**src/rtl/sha3_stream_arbiter_if.sv**
```systemverilog
// Stream bundle between the message sources, the SHA-3 core and the digest
// consumers. The arbiter uses the slave view; the producers/core/consumers
// side (or a bench) uses the master view.
interface sha3_stream_arbiter_if #(
  parameter int DATA_WIDTH = 16,
  parameter int N_SRC      = 2
);
  // per-source message streams
  logic [N_SRC-1:0]            s_tvalid;
  logic [N_SRC*DATA_WIDTH-1:0] s_tdata;
  logic [N_SRC-1:0]            s_tlast;
  logic [N_SRC*2-1:0]          s_tuser;
  logic [N_SRC-1:0]            s_tready;
  // message stream to the core
  logic                        m_tvalid;
  logic [DATA_WIDTH-1:0]       m_tdata;
  logic                        m_tlast;
  logic [1:0]                  m_tuser;
  logic                        m_tready;
  // digest stream from the core
  logic                        d_tvalid;
  logic [DATA_WIDTH-1:0]       d_tdata;
  logic                        d_tlast;
  logic                        d_tready;
  // tagged digest stream back to the requesters
  logic                        o_tvalid;
  logic [DATA_WIDTH-1:0]       o_tdata;
  logic                        o_tlast;
  logic [1:0]                  o_tdest;
  logic                        o_tready;
  // status
  logic [1:0]                  grant;
  logic                        busy;
  logic                        err_timeout;

  modport slave (
    input  s_tvalid, s_tdata, s_tlast, s_tuser,
    output s_tready,
    output m_tvalid, m_tdata, m_tlast, m_tuser,
    input  m_tready,
    input  d_tvalid, d_tdata, d_tlast,
    output d_tready,
    output o_tvalid, o_tdata, o_tlast, o_tdest,
    input  o_tready,
    output grant, busy, err_timeout
  );

  modport master (
    output s_tvalid, s_tdata, s_tlast, s_tuser,
    input  s_tready,
    input  m_tvalid, m_tdata, m_tlast, m_tuser,
    output m_tready,
    output d_tvalid, d_tdata, d_tlast,
    input  d_tready,
    input  o_tvalid, o_tdata, o_tlast, o_tdest,
    output o_tready,
    input  grant, busy, err_timeout
  );
endinterface

```
**src/rtl/sha3_stream_arbiter.sv**
```systemverilog
// Round-robin arbiter sharing one SHA-3 stream core among N_SRC sources.
// A grant is held from the first message beat until the core's final digest
// beat (or a digest timeout), so exactly one message is ever in the core.
// Data paths are pure combinational muxes; only control state is registered.
module sha3_stream_arbiter #(
  parameter int DATA_WIDTH = 16,
  parameter int N_SRC      = 2,
  parameter int TIMEOUT    = 1024
) (
  input  logic                 ACLK,
  input  logic                 ARESETn,
  sha3_stream_arbiter_if.slave bus
);
  localparam int CW = (TIMEOUT > 0) ? $clog2(TIMEOUT + 1) : 1;

  typedef enum logic [1:0] {IDLE, FORWARD, WAIT_DIGEST} state_e;

  state_e          state_q, state_d;
  logic [1:0]      grant_q, grant_d;
  logic [1:0]      rr_ptr_q, rr_ptr_d;
  logic [CW-1:0]   cnt_q, cnt_d;

  logic [1:0]      pick;
  logic            pick_vld;
  logic [1:0]      next_ptr;
  logic            timeout_hit;

  // Sources padded to 4 slots so the grant index can select any of them
  // without width games; unused slots read as idle.
  logic [3:0]                 vld4, lst4;
  logic [3:0][DATA_WIDTH-1:0] dat4;
  logic [3:0][1:0]            usr4;

  for (genvar i = 0; i < 4; i++) begin : g_pad
    if (i < N_SRC) begin : g_src
      assign vld4[i] = bus.s_tvalid[i];
      assign lst4[i] = bus.s_tlast[i];
      assign dat4[i] = bus.s_tdata[i*DATA_WIDTH +: DATA_WIDTH];
      assign usr4[i] = bus.s_tuser[2*i +: 2];
      // only the owner sees the core's ready, and only while forwarding
      assign bus.s_tready[i] = (state_q == FORWARD) && (grant_q == 2'(i)) && bus.m_tready;
    end else begin : g_nil
      assign vld4[i] = 1'b0;
      assign lst4[i] = 1'b0;
      assign dat4[i] = '0;
      assign usr4[i] = '0;
    end
  end

  assign next_ptr    = (grant_q == 2'(N_SRC - 1)) ? 2'd0 : grant_q + 2'd1;
  assign timeout_hit = (TIMEOUT != 0) && (cnt_q == CW'(TIMEOUT));
  assign bus.grant   = grant_q;
  assign bus.busy    = (state_q != IDLE);

  // Round-robin pick: first valid source at or after rr_ptr, with wrap.
  // Scanning from the far end lets the nearest hit overwrite the others.
  always_comb begin
    int idx;
    idx      = 0;
    pick     = '0;
    pick_vld = 1'b0;
    for (int k = N_SRC - 1; k >= 0; k--) begin
      idx = int'(rr_ptr_q) + k;
      if (idx >= N_SRC) idx = idx - N_SRC;
      if (vld4[2'(idx)]) begin
        pick     = 2'(idx);
        pick_vld = 1'b1;
      end
    end
  end

  // Next-state and stream muxing; everything idles at zero outside its phase.
  always_comb begin
    state_d         = state_q;
    grant_d         = grant_q;
    rr_ptr_d        = rr_ptr_q;
    cnt_d           = cnt_q;
    bus.m_tvalid    = 1'b0;
    bus.m_tdata     = '0;
    bus.m_tlast     = 1'b0;
    bus.m_tuser     = '0;
    bus.d_tready    = 1'b0;
    bus.o_tvalid    = 1'b0;
    bus.o_tdata     = '0;
    bus.o_tlast     = 1'b0;
    bus.o_tdest     = '0;
    bus.err_timeout = 1'b0;
    case (state_q)
      IDLE: begin
        if (pick_vld) begin
          grant_d = pick;
          state_d = FORWARD;
        end
      end
      FORWARD: begin
        bus.m_tvalid = vld4[grant_q];
        bus.m_tdata  = dat4[grant_q];
        bus.m_tlast  = lst4[grant_q];
        bus.m_tuser  = usr4[grant_q];
        if (vld4[grant_q] && bus.m_tready && lst4[grant_q]) begin
          state_d = WAIT_DIGEST;
          cnt_d   = '0;
        end
      end
      WAIT_DIGEST: begin
        bus.o_tvalid = bus.d_tvalid;
        bus.o_tdata  = bus.d_tdata;
        bus.o_tlast  = bus.d_tlast;
        bus.o_tdest  = grant_q;
        bus.d_tready = bus.o_tready;
        if (timeout_hit) begin
          // core went silent: give up on this message, move the pointer on
          bus.err_timeout = 1'b1;
          state_d         = IDLE;
          rr_ptr_d        = next_ptr;
        end else if (bus.d_tvalid && bus.o_tready) begin
          cnt_d = '0;
          if (bus.d_tlast) begin
            state_d  = IDLE;
            rr_ptr_d = next_ptr;
          end
        end else begin
          cnt_d = cnt_q + CW'(1);
        end
      end
      default: state_d = IDLE;
    endcase
  end

  // Control registers; reset abandons any message in flight.
  always_ff @(posedge ACLK or negedge ARESETn) begin
    if (!ARESETn) begin
      state_q  <= IDLE;
      grant_q  <= '0;
      rr_ptr_q <= '0;
      cnt_q    <= '0;
    end else begin
      state_q  <= state_d;
      grant_q  <= grant_d;
      rr_ptr_q <= rr_ptr_d;
      cnt_q    <= cnt_d;
    end
  end
endmodule

```
**src/flat_wrapper.sv**
```systemverilog
// flat-port wrapper written by rule: the top's interface ports become plain ports
module sha3_stream_arbiter_flat 
#(
  parameter int DATA_WIDTH = 16,
  parameter int N_SRC      = 2,
  parameter int TIMEOUT    = 1024
)
  (ACLK, ARESETn, bus_s_tvalid, bus_s_tdata, bus_s_tlast, bus_s_tuser, bus_s_tready, bus_m_tvalid, bus_m_tdata, bus_m_tlast, bus_m_tuser, bus_m_tready, bus_d_tvalid, bus_d_tdata, bus_d_tlast, bus_d_tready, bus_o_tvalid, bus_o_tdata, bus_o_tlast, bus_o_tdest, bus_o_tready, bus_grant, bus_busy, bus_err_timeout);
  sha3_stream_arbiter_if #(.DATA_WIDTH(DATA_WIDTH), .N_SRC(N_SRC)) bus_i ();
  input  logic ACLK;
  input  logic ARESETn;
  input wire logic [$bits(bus_i.s_tvalid)-1:0] bus_s_tvalid;
  input wire logic [$bits(bus_i.s_tdata)-1:0] bus_s_tdata;
  input wire logic [$bits(bus_i.s_tlast)-1:0] bus_s_tlast;
  input wire logic [$bits(bus_i.s_tuser)-1:0] bus_s_tuser;
  output wire logic [$bits(bus_i.s_tready)-1:0] bus_s_tready;
  output wire logic [$bits(bus_i.m_tvalid)-1:0] bus_m_tvalid;
  output wire logic [$bits(bus_i.m_tdata)-1:0] bus_m_tdata;
  output wire logic [$bits(bus_i.m_tlast)-1:0] bus_m_tlast;
  output wire logic [$bits(bus_i.m_tuser)-1:0] bus_m_tuser;
  input wire logic [$bits(bus_i.m_tready)-1:0] bus_m_tready;
  input wire logic [$bits(bus_i.d_tvalid)-1:0] bus_d_tvalid;
  input wire logic [$bits(bus_i.d_tdata)-1:0] bus_d_tdata;
  input wire logic [$bits(bus_i.d_tlast)-1:0] bus_d_tlast;
  output wire logic [$bits(bus_i.d_tready)-1:0] bus_d_tready;
  output wire logic [$bits(bus_i.o_tvalid)-1:0] bus_o_tvalid;
  output wire logic [$bits(bus_i.o_tdata)-1:0] bus_o_tdata;
  output wire logic [$bits(bus_i.o_tlast)-1:0] bus_o_tlast;
  output wire logic [$bits(bus_i.o_tdest)-1:0] bus_o_tdest;
  input wire logic [$bits(bus_i.o_tready)-1:0] bus_o_tready;
  output wire logic [$bits(bus_i.grant)-1:0] bus_grant;
  output wire logic [$bits(bus_i.busy)-1:0] bus_busy;
  output wire logic [$bits(bus_i.err_timeout)-1:0] bus_err_timeout;
  assign bus_i.s_tvalid = bus_s_tvalid;
  assign bus_i.s_tdata = bus_s_tdata;
  assign bus_i.s_tlast = bus_s_tlast;
  assign bus_i.s_tuser = bus_s_tuser;
  assign bus_s_tready = bus_i.s_tready;
  assign bus_m_tvalid = bus_i.m_tvalid;
  assign bus_m_tdata = bus_i.m_tdata;
  assign bus_m_tlast = bus_i.m_tlast;
  assign bus_m_tuser = bus_i.m_tuser;
  assign bus_i.m_tready = bus_m_tready;
  assign bus_i.d_tvalid = bus_d_tvalid;
  assign bus_i.d_tdata = bus_d_tdata;
  assign bus_i.d_tlast = bus_d_tlast;
  assign bus_d_tready = bus_i.d_tready;
  assign bus_o_tvalid = bus_i.o_tvalid;
  assign bus_o_tdata = bus_i.o_tdata;
  assign bus_o_tlast = bus_i.o_tlast;
  assign bus_o_tdest = bus_i.o_tdest;
  assign bus_i.o_tready = bus_o_tready;
  assign bus_grant = bus_i.grant;
  assign bus_busy = bus_i.busy;
  assign bus_err_timeout = bus_i.err_timeout;
  sha3_stream_arbiter #(.DATA_WIDTH(DATA_WIDTH), .N_SRC(N_SRC), .TIMEOUT(TIMEOUT)) u_core (.ACLK(ACLK), .ARESETn(ARESETn), .bus(bus_i));
endmodule
```
**config.mk**
```make
export PLATFORM = sky130hd
export DESIGN_NAME = sha3_stream_arbiter_flat
export DESIGN_NICKNAME = d
export VERILOG_FILES = /design/src/rtl/sha3_stream_arbiter_if.sv /design/src/rtl/sha3_stream_arbiter.sv /design/src/flat_wrapper.sv
export SDC_FILE = /design/constraint.sdc
export NUM_CORES = 1
export LEC_CHECK = 0
export ABC_AREA = 1
export ABC_CLOCK_PERIOD_IN_PS = 1650
export CAP_MARGIN = 20
export CORE_AREA = 4 4 76 78
export DETAILED_ROUTE_END_ITERATION = 8
export DIE_AREA = 0 0 80 82
export PLACE_DENSITY = 0.79
export SLEW_MARGIN = 20
export SYNTH_ARGS = -nofsm -noshare
export SYNTH_HDL_FRONTEND = slang
export SYNTH_SLANG_ARGS = --single-unit
```
**constraint.sdc**
```tcl
create_clock -name ACLK -period 1.65 [get_ports ACLK]
set_input_delay 0.4125 -clock ACLK [delete_from_list [all_inputs] [get_ports ACLK]]
set_output_delay 0.4125 -clock ACLK [all_outputs]
set_load 0.02 [all_outputs]
```
---- Word-level counts from Yosys, hierarchy flattened ----
Cells that the tools add are included.
word-level totals
  logic and storage cells ................. 85
  register bits ........................... 17
  output and inout bits ................... 47
operators by class
  muxes and demuxes ....................... 45
  eq/ne operators ......................... 9
  $lt $le $gt $ge ......................... 5
  $add $sub $neg .......................... 5
  reduce and logical (&&, ||, !) cells .... 17
operator list
  operator                 number
  $mux W16                 3
  $mux W11                 3
  $bmux W16 S2             1
  $mux W2                  16
  $pmux W11 S2             1
  $mux W1                  15
  $add A11 B1 Y11 const B  1
  $eq A11 B11 Y1 const B   1
  $bmux W1 S2              4
  $lt A2 B4 Y1 const B     2
  $reduce_bool A2 Y1       4
  $logic_and A1 B1 Y1      7
  $pmux W2 S3              1
  $reduce_and A3 Y1        2
  $bmux W2 S2              1
  $eq A2 B1 Y1 const B     2
  $logic_not A2 Y1         2
  $ne A2 B2 Y1 const B     2
  $reduce_and A4 Y1        1
  $sub A2 B2 Y2 const B    2
  $add A2 B1 Y3 const B    1
  $ge A3 B2 Y1 const B     1
  $lt A2 B3 Y1 const B     1
  $ne A3 B1 Y1 const B     1
  6 further kinds          6

---- Logic depth before layout (Yosys ltp) ----
Gate-level depths: netlist (run 1).
  word-level depth ........................ 10
  gate-level depth with buffers ........... 11
  mapped depth without buffers ............ 10

---- Least setup slack after synthesis (run 1) ----
No wires, ideal clock.
  path type ............................... register to output
  start ................................... reg u_core.grant_q[0], in the netlist u_core.bus.grant[0]
  end ..................................... out bus_m_tdata[10]
  path slack .............................. -261 ps
  arrival ................................. 1499 ps
  stages on the path, launching flop included .. 6
  path through ............................ dfrtp_1 > nor2_2 > buf_6 > clkbuf_1 > a22oi_1 > nor2_1
on the way
  word-level cells in the longest chain between the ends .. 3
RTL lines
  item                            line                        text
  start, declared                 sha3_stream_arbiter.sv:19   logic [1:0] grant_q, grant_d;
  start signal, assigned          sha3_stream_arbiter.sv:139  grant_q <= grant_d;
  $bmux W16 S2                    sha3_stream_arbiter.sv:97   bus.m_tdata = dat4[grant_q];
  $mux W16 (implied by the code)  sha3_stream_arbiter.sv:97
  $mux W16                        sha3_stream_arbiter.sv:88   case (state_q)
  end, declared                   flat_wrapper.sv:18          output wire logic [$bits(bus_i.m_tdata)-1:0] bus_m_tdata;
No other way between the ends. The select of a mux whose other input is x is not followed.

---- Worst setup path in the final report (run 1) ----
  start ................................... reg u_core.grant_q[0], in the netlist u_core.bus.grant[0]
  end ..................................... out bus_m_tdata[11]
Same word-level chain as after synthesis.

==> flow_summary.toml, run 1 <==
[status]
status = "complete, but fails checks"
violations = "setup timing"

[yosys]
synth_top_area_share_pct = 26.2
ys_seq_area_share_pct = 26.2
ys_types = 24
syn_inst = 261
syn_area_sq_um = 1620
synth_area_leaders = "dfrtp_1 26%, nand2_1 18%, inv_1 9.7%"
ys.flop_type = "dfrtp_1"
synth.avg_cell_area_sq_um = 6.21
yosysWarnings = 0
postSynth.asyncResetShare_pct = 100
ys_ff_latch = 17
synth_edf_count = 0
synth_top_area_cell = "dfrtp_1"
synth.net_count = 329

[timing]
fin_setup_tns_ns = -6.80
setup_viol = 45
grt_setup_unrepaired = "yes"
min_period_ns = 1.89
period_share_pct = 115
setup_ws_ns = -0.241
final_hold_viol_count = 0
maxSlewHeadroom_pct = 82.3
fmaxAchievable_mhz = 529
slew_viol_final = 0
worst-slew-pin-transition_ns = 0.262
skew_ns = 0.00103

[floorplanning]
num_io_pins = 109
core_sq_um = 5070
die_y_microns = 82
chipWidth_microns = 80
die_area_sq_um = 6560
initial_utilization_pct = 32.0
num_rows = 26

[global_routing]
grt_overflow = 0
track_usage_pct = 20.1
grt_antenna_before_repair = 0
grt_pass1_vias = 2213
grt_max_degree = 18
grt_first_pass_wirelength_mm = 10.3

[detailed_routing]
wl_met1_mm = 2.98
route.detailed.drc = 0
dr_wl_met3_microns = 750
vias = 2410
dr_wl_met2_mm = 4.24
drtPass1Iterations = 4
routed.top_layer = "met4"
routed_via_density = 4.92
wire_per_inst_microns = 16.7
wirelength_mm = 8.17
drtIter0Drc = 82
ant_nets = 0

[final_layout]
final_common_cell = "clkdlybuf4s50_1"
fin_cells = 490
final-seq-area_sq_um = 429
multi_input_area_sq_um = 1380
final_area_sq_um = 3750
layout_common_cells = "61 x clkdlybuf4s50_1, 56 x nand2_1, 48 x buf_4"
fin_nets = 489
syn2layout_area_growth_pct = 131
n_antenna_cell = 0
drive_above_1_share_pct = 51.7
fillers = 334

[critical_path]
cp_cell_sequence = "inv_2 -> nor2_4 -> buf_6 -> a22oi_1 -> nor2_2 -> buf_4"
r2r_slack_ns = -0.01
critPathMaxStageDelay_ns = 0.45
crit_slowest_cell = "dfrtp_2"
worstPathArrival_ns = 1.48
reg2reg_to = "u_core.state_q[1]"
critPathLaunchType = "flop"
r2r_start = "u_core.bus.grant[0]"
r2r_cells = 10
crit_type = "flop to output port"
worstSetupEndpointType = "output port"
cp_max_fo = 8
crit_required_ns = 1.24

[clock_network]
cts_buffer_depth = 2
cts_hold_buf = 0
numClockSinks = 17
clkLatencyLatePin_ns = 0.26
tritoncts = "done"
root_buffer = "clkbuf_8"
h-tree-depth = 1
cts_made_buffers = 3
path_clk_slew_ns = 0.07

[power]
ir_worst_vdd_mv = 0.693
leakagePower_nw = 1.86
power.density_nw_per_um2 = 1330

[placement]
numPortBuffers = 108
place_area_sq_um = 3170
dpl.cell_count = 478
gp_congestion = 0.888
dp_hpwl_mm = 5.37

[flow_run]
cap_violations = 0

[min_path]
min_path_type = "input pin to async pin"
[cells in the mapped netlist, types with 3 or more instances]
master	count
buf_6	3
dfrtp_1	17
nand3_1	16
inv_1	42
nor2_1	34
o21ai_0	3
a21oi_1	4
ha_1	6
nand2_1	78
clkbuf_1	5
nand2_4	3
nand4_1	8
xor2_1	3
nor2_2	5
a22oi_1	18
[worst max-delay path, delay by kind of cell, from the launching register on]
kind / cells / cell delay [ns]
and+or+nand+nor: 2 / 0.12
DFF: 1 / 0.45
AOI/OAI and AO/OA: 1 / 0.23
buffers and inverters: 3 / 0.40
[kinds of logic (layout without fill, tap and decap cells)]
kind of cell    count (synthesis)  in the layout  synth area share (%)
simple gates                  152            152                  41.4
xor+xnor                        4              4                  2.16
buf+inv                        54            213                  14.0
compound gates                 28             28                  11.6
flops                          17             17                  26.2
fa+ha+maj                       6              6                  4.63
[area by class of cell]
class                      count  share of cell area [%]
clock buffer                   4                    1.20
inverter                      44                    4.60
multi-input combinational    190                    36.6
sequential                    17                    11.4
tap                           70                    2.33
timing repair buffer         165                    43.8
[layer usage]
| layer | global-route usage [%] | vias to the layer above |
|---|---|---|
| li1 | - | 1148 |
| met1 | 22.2 | 1120 |
| met2 | 38.3 | 120 |
| met3 | 4.17 | 22 |
| met4 | 6.42 | 0 |
| met5 | 0 | - |
[worst max-delay path by stage]
stage	start	end	slack, ns	depth (start not counted)
floorplan	u_core.state_q[1]	bus_s_tready[0]	-0.21	4
global route	u_core.bus.grant[0]	bus_m_tdata[11]	-0.29	6
global placement	bus_s_tdata[3]	bus_m_tdata[3]	-0.56	4
CTS	u_core.state_q[1]	bus_s_tready[0]	-0.19	5
detailed placement	bus_s_tdata[3]	bus_m_tdata[3]	-0.56	4
finish	u_core.bus.grant[0]	bus_m_tdata[11]	-0.24	6
[report_power, final]
part	switching, W	leakage (nW)	internal [W]
clock network	0.000164	0.0228	0.000172
registers	0.0000697	0.227	0.000485
logic	0.00217	1.61	0.00193
total	0.00240	1.86	0.00259
[sequential cells by signal, summed over array words and instances, names as in the netlist]
| signal | count |
|---|---|
| u_core.bus.grant | 2 |
| u_core.cnt_q | 11 |
| u_core.rr_ptr_q | 2 |
| u_core.state_q | 2 |
[stage by stage]
stage / worst slack, ns / util [%] / power, W / hold WS [ns]
finish: -0.241 / 73.9 / 0.00499 / 0.471
detailed placement: -0.557 / 62.5 / 0.00357 / 0.520
CTS: -0.195 / 65.5 / 0.00415 / 0.474
floorplan: -0.211 / - / 0.00212 / 0.117
global route: -0.287 / 73.9 / 0.00525 / 0.516
global placement: -0.555 / 62.5 / 0.00352 / 0.504
[what timing repair did]
item | 4_1_cts | 5_1_grt
setup endpoints to repair | 58 | 58
resized for setup | 299 | 101
setup buffers | 2 | 5
gates cloned | 0 | 1
pin swaps | 4 | 4
hold endpoints to repair | 0 | 0
No activity file was read; power rests on OpenSTA's default activity.
==> run 2, diff against run 1 <==
--- a/config.mk
+++ b/config.mk
@@ -12,6 +12,7 @@
 export DETAILED_ROUTE_END_ITERATION = 8
 export DIE_AREA = 0 0 80 82
 export PLACE_DENSITY = 0.79
+export RECOVER_POWER = 50
 export SLEW_MARGIN = 20
 export SYNTH_ARGS = -nofsm -noshare
 export SYNTH_HDL_FRONTEND = slang
==> flow_summary.toml, run 2 (synthesized netlist as in run 1, its figures left out) <==
[detailed_routing]
drtPass1Iterations = 4
ant_nets = 0
routed_via_density = 4.91
drtIter0Drc = 90
wirelength_mm = 8.18
vias = 2404
route.detailed.drc = 0
wire_per_inst_microns = 16.7

[power]
leakagePower_nw = 1.85
ir_worst_vdd_mv = 0.695
power.density_nw_per_um2 = 1330

[global_routing]
grt_max_degree = 18
grt_overflow = 0
track_usage_pct = 20.1
grt_pass1_vias = 2213
grt_first_pass_wirelength_mm = 10.3
grt_antenna_before_repair = 0

[final_layout]
syn2layout_area_growth_pct = 131
fin_util_pct = 73.9
final-seq-area_sq_um = 429
layout_common_cells = "61 x clkdlybuf4s50_1, 56 x nand2_1, 47 x buf_6, 47 x buf_4, 31 x inv_2"
final_common_cell = "clkdlybuf4s50_1"
n_antenna_cell = 0
fillers = 335
final_area_sq_um = 3750
multi_input_area_sq_um = 1380
fin_nets = 489
largest_reg_flops = 11
drive_above_1_share_pct = 51.4
top_register = "u_core.cnt_q"

[critical_path]
r2r_cells = 10
critPathLaunchType = "flop"
worstSetupPathDepth = 6
worstSetupStartpoint = "u_core.bus.grant[0]"
worstSetupEndpointType = "output port"
reg2reg_to = "u_core.state_q[1]"
crit_slowest_cell = "dfrtp_2"
r2r_slack_ns = -0.02
cp_max_fo = 8
critPathBufInv = 3
worstPathArrival_ns = 1.47
crit_required_ns = 1.24
crit_type = "flop to output port"
critPathMaxStageDelay_ns = 0.45
cp_cell_sequence = "inv_2 -> nor2_4 -> buf_6 -> a22oi_1 -> nor2_2 -> buf_4"
cpLargestDelayFamily = "flip-flops"
endpoint = "bus_m_tdata[11]"
r2r_start = "u_core.bus.grant[0]"

[clock_network]
clkLatencyLatePin_ns = 0.26
numClockSinks = 17
tritoncts = "done"
cts_hold_buf = 0
path_clk_slew_ns = 0.07
h-tree-depth = 1
cts_made_buffers = 3
cts_buffer_depth = 2
root_buffer = "clkbuf_8"

[flow_run]
cap_violations = 0

[placement]
numPortBuffers = 108
gp_congestion = 0.888
place_area_sq_um = 3170
dp_hpwl_mm = 5.37

[floorplanning]
num_io_pins = 109
core_sq_um = 5070
die_area_sq_um = 6560
die_y_microns = 82
num_rows = 26
initial_utilization_pct = 32.0
chipWidth_microns = 80

[timing]
setup_viol = 45
setup_ws_ns = -0.233
worst-slew-pin-transition_ns = 1.02
skew_ns = 0.00214
period_share_pct = 114
fmaxAchievable_mhz = 531
grt_setup_unrepaired = "yes"
final_hold_viol_count = 0
slew_viol_final = 0
maxSlewHeadroom_pct = 32.2
min_period_ns = 1.88

[status]
status = "complete, but fails checks"
violations = "setup timing"

[min_path]
min_path_type = "flop to flop"
-- run 2: cell types whose count changed in the layout (fill, tap and decap cells not counted) --
| cell | previous run | this run |
|---|---|---|
| clkbuf_1 | 1 | 2 |
| buf_4 | 48 | 47 |
-- run 2: cell type report --
type / count / area share (%)
timing repair buffer: 165 / 43.7
tap: 70 / 2.34
inverter: 44 / 4.61
multi-input combinational: 190 / 36.7
sequential: 17 / 11.4
clock buffer: 4 / 1.20
-- run 2: timing repair --
action | CTS | global route
gates resized for setup | 299 | 101
gates cloned | 0 | 1
buffers inserted | 2 | 5
pin swaps | 4 | 4
endpoints found under the setup margin | 58 | 58
-- run 2: report_power, final --
group | switching [W] | internal [W]
Combinational | 0.00217 | 0.00193
Clock | 0.000162 | 0.000172
Sequential | 0.0000701 | 0.000485
-- run 2: routing by layer --
| layer | vias up | share of wire, % | track usage, % | routed length (microns) |
|---|---|---|---|---|
| li1 | 1146 | - | - | - |
| met1 | 1137 | 37 | 22.2 | 3060 |
| met2 | 106 | 52 | 38.3 | 4280 |
| met3 | 15 | 8.4 | 4.17 | 686 |
| met4 | 0 | 1.9 | 6.42 | 155 |
| met5 | - | 0 | 0 | 0 |
-- run 2: worst min-delay path, delay by kind of cell, from the launching register on --
family           cells  cell delay [ns]
AND/OR/NAND/NOR      1             0.07
flip-flops           1             0.35
AO/OA/AOI/OAI        1             0.07
-- run 2: through the flow --
stage               worst slack, ns  TNS [ns]  instances  power, W  hold slack [ns]
global placement             -0.555    -19.93        478   0.00352            0.504
floorplan                    -0.211     -2.26        261   0.00212            0.117
detailed placement           -0.557    -21.02        478   0.00357            0.520
finish                       -0.233     -6.74        490   0.00499            0.530
global route                 -0.287     -9.42        490   0.00525            0.570
CTS                          -0.195     -5.47        484   0.00415            0.474
-- run 2: how the worst min path moves through the flow --
| stage | cells after the start | from | to |
|---|---|---|---|
| global route | 2 | u_core.rr_ptr_q[1] | u_core.rr_ptr_q[1] |
| finish | 2 | u_core.rr_ptr_q[1] | u_core.rr_ptr_q[1] |
| global placement | 2 | u_core.state_q[0] | u_core.state_q[0] |
| detailed placement | 2 | u_core.rr_ptr_q[1] | u_core.rr_ptr_q[1] |
| CTS | 2 | ARESETn | u_core.cnt_q[10] |
| floorplan | 0 | ARESETn | u_core.bus.grant[0] |
==> run 3, diff against run 2 <==
--- a/config.mk
+++ b/config.mk
@@ -6,12 +6,12 @@
 export NUM_CORES = 1
 export LEC_CHECK = 0
 export ABC_AREA = 1
-export ABC_CLOCK_PERIOD_IN_PS = 1650
+export ABC_CLOCK_PERIOD_IN_PS = 2000
 export CAP_MARGIN = 20
-export CORE_AREA = 4 4 76 78
+export CORE_AREA = 4 4 73 75
 export DETAILED_ROUTE_END_ITERATION = 8
-export DIE_AREA = 0 0 80 82
-export PLACE_DENSITY = 0.79
+export DIE_AREA = 0 0 77 79
+export PLACE_DENSITY = 0.81
 export RECOVER_POWER = 50
 export SLEW_MARGIN = 20
 export SYNTH_ARGS = -nofsm -noshare
==> constraint.sdc (replaced) <==
create_clock -name ACLK -period 2 [get_ports ACLK]
set_input_delay 0.5 -clock ACLK [delete_from_list [all_inputs] [get_ports ACLK]]
set_output_delay 0.5 -clock ACLK [all_outputs]
set_load 0.02 [all_outputs]
==> flow_summary.toml, run 3 (synthesized netlist as in run 1, its figures left out) <==
[clock_network]
numClockSinks = 17
cts_hold_buf = 0
cts_buffer_depth = 2
clkLatencyLatePin_ns = 0.26
path_clk_slew_ns = 0.07
h-tree-depth = 1
tritoncts = "done"
cts_made_buffers = 3
root_buffer = "clkbuf_8"

[power]
swShare_pct = 49.4
internal_power_w = 0.00155
power.switching_w = 0.00151
pwr-share-seq_pct = 14.4
p_clk_share_pct = 9.0
power_frac_comb_pct = 76.6
finalPower_w = 0.00306
leakagePower_nw = 1.66
power.density_nw_per_um2 = 1000
ir_worst_vdd_mv = 0.553

[timing]
fmaxAchievable_mhz = 509
setup_viol = 0
fin_setup_tns_ns = 0
worst-slew-pin-transition_ns = 0.946
setup_ws_ns = 0.0364
slew_viol_final = 0
grt_setup_unrepaired = "yes"
min_period_ns = 1.96
maxSlewHeadroom_pct = 36.9
period_share_pct = 98.2
skew_ns = 0.00291
final_hold_viol_count = 0

[detailed_routing]
routed_via_density = 4.78
route.detailed.drc = 0
drtIter0Drc = 177
wirelength_mm = 6.54
wire_per_inst_microns = 14.2
ant_nets = 0
vias = 2209
drtPass1Iterations = 6

[critical_path]
crit_type = "flop to output port"
reg2reg_to = "u_core.cnt_q[5]"
r2r_slack_ns = 0.28
worstSetupEndpointType = "output port"
cp_max_fo = 4
crit_required_ns = 1.50
r2r_cells = 11
r2r_start = "u_core.bus.grant[0]"
endpoint = "bus_grant[1]"
critPathLaunchType = "flop"
worstPathArrival_ns = 1.46
worstSetupStartpoint = "u_core.bus.grant[1]"

[final_layout]
drive_above_1_share_pct = 28.9
final_common_cell = "nand2_1"
multi_input_area_sq_um = 1010
fin_nets = 477
layout_common_cells = "78 x nand2_1, 61 x clkdlybuf4s50_1, 57 x buf_4"
final-seq-area_sq_um = 425
top_register = "u_core.cnt_q"
syn2layout_area_growth_pct = 88.8
n_antenna_cell = 0
fillers = 405
largest_reg_flops = 11
fin_cells = 462

[global_routing]
track_usage_pct = 19.7
grt_pass1_vias = 2114
grt_first_pass_wirelength_mm = 9.80
grt_max_degree = 24
grt_overflow = 0
grt_antenna_before_repair = 0

[placement]
gp_congestion = 0.926
numPortBuffers = 108
dp_slack_ns = -0.438
dp_hpwl_mm = 5.07
dpl.cell_count = 457

[min_path]
min_path_type = "flop to flop"

[flow_run]
cap_violations = 0

[floorplanning]
die_y_microns = 79
num_io_pins = 109
chipWidth_microns = 77
core_sq_um = 4660
die_area_sq_um = 6080
num_rows = 25
initial_utilization_pct = 34.8

[status]
status = "finished clean"
-- run 3: through the flow --
step                hold WS (ns)  util (%)  cell area, sq um
floorplan                  0.204         -              1620
global placement           0.496      66.0              3080
detailed placement         0.516      66.0              3080
CTS                        0.532      65.2              3040
global route               0.569      65.7              3060
finish                     0.526      65.7              3060
-- run 3: layout make-up --
cell class / instances / area share (%)
tap: 54 / 2.21
inverter: 44 / 5.39
clock buffer: 3 / 1.35
timing repair buffer: 153 / 44.0
multi-input combinational: 190 / 33.0
clock inverter: 1 / 0.163
sequential: 17 / 13.9
-- run 3: worst max-delay path, stage by stage, from the launching register on --
cell             delay [ns]
dfrtp_1                0.43
buf_4                  0.15
clkdlybuf4s50_1        0.63
-- run 3: worst min-delay path by stage --
| stage | slack [ns] | end | depth (start not counted) | from |
|---|---|---|---|---|
| final | 0.53 | u_core.rr_ptr_q[1] | 2 | u_core.rr_ptr_q[1] |
| after global routing | 0.57 | u_core.rr_ptr_q[1] | 2 | u_core.rr_ptr_q[1] |
| after CTS | 0.53 | u_core.rr_ptr_q[1] | 2 | u_core.rr_ptr_q[1] |
| after detailed placement | 0.52 | u_core.rr_ptr_q[1] | 2 | u_core.rr_ptr_q[1] |
| after global placement | 0.50 | u_core.rr_ptr_q[1] | 2 | u_core.rr_ptr_q[1] |
| after floorplan | 0.20 | u_core.bus.grant[0] | 0 | ARESETn |
-- run 3: timing repair --
item	in CTS	in global routing
setup buffers	0	0
setup endpoints to repair	45	43
gates resized for setup	161	45
gates cloned	0	1
-- run 3: power by group through the flow --
stage	Combinational [W]	Clock (W)	Sequential [W]
after CTS	0.00221	0.000274	0.000431
after global routing	0.00253	0.000289	0.000449
after detailed placement	0.00236	0	0.000438
after floorplan	0.00120	0	0.000462
final	0.00235	0.000275	0.000441
after global placement	0.00233	0	0.000433
-- run 3: metal layers --
layer  track usage, %  routed length, microns  vias up
li1                 -                       -     1117
met1             22.3                    2540      984
met2             36.7                    3410       88
met3             2.95                     359       20
met4             8.36                     222        0
met5                0                       0        -
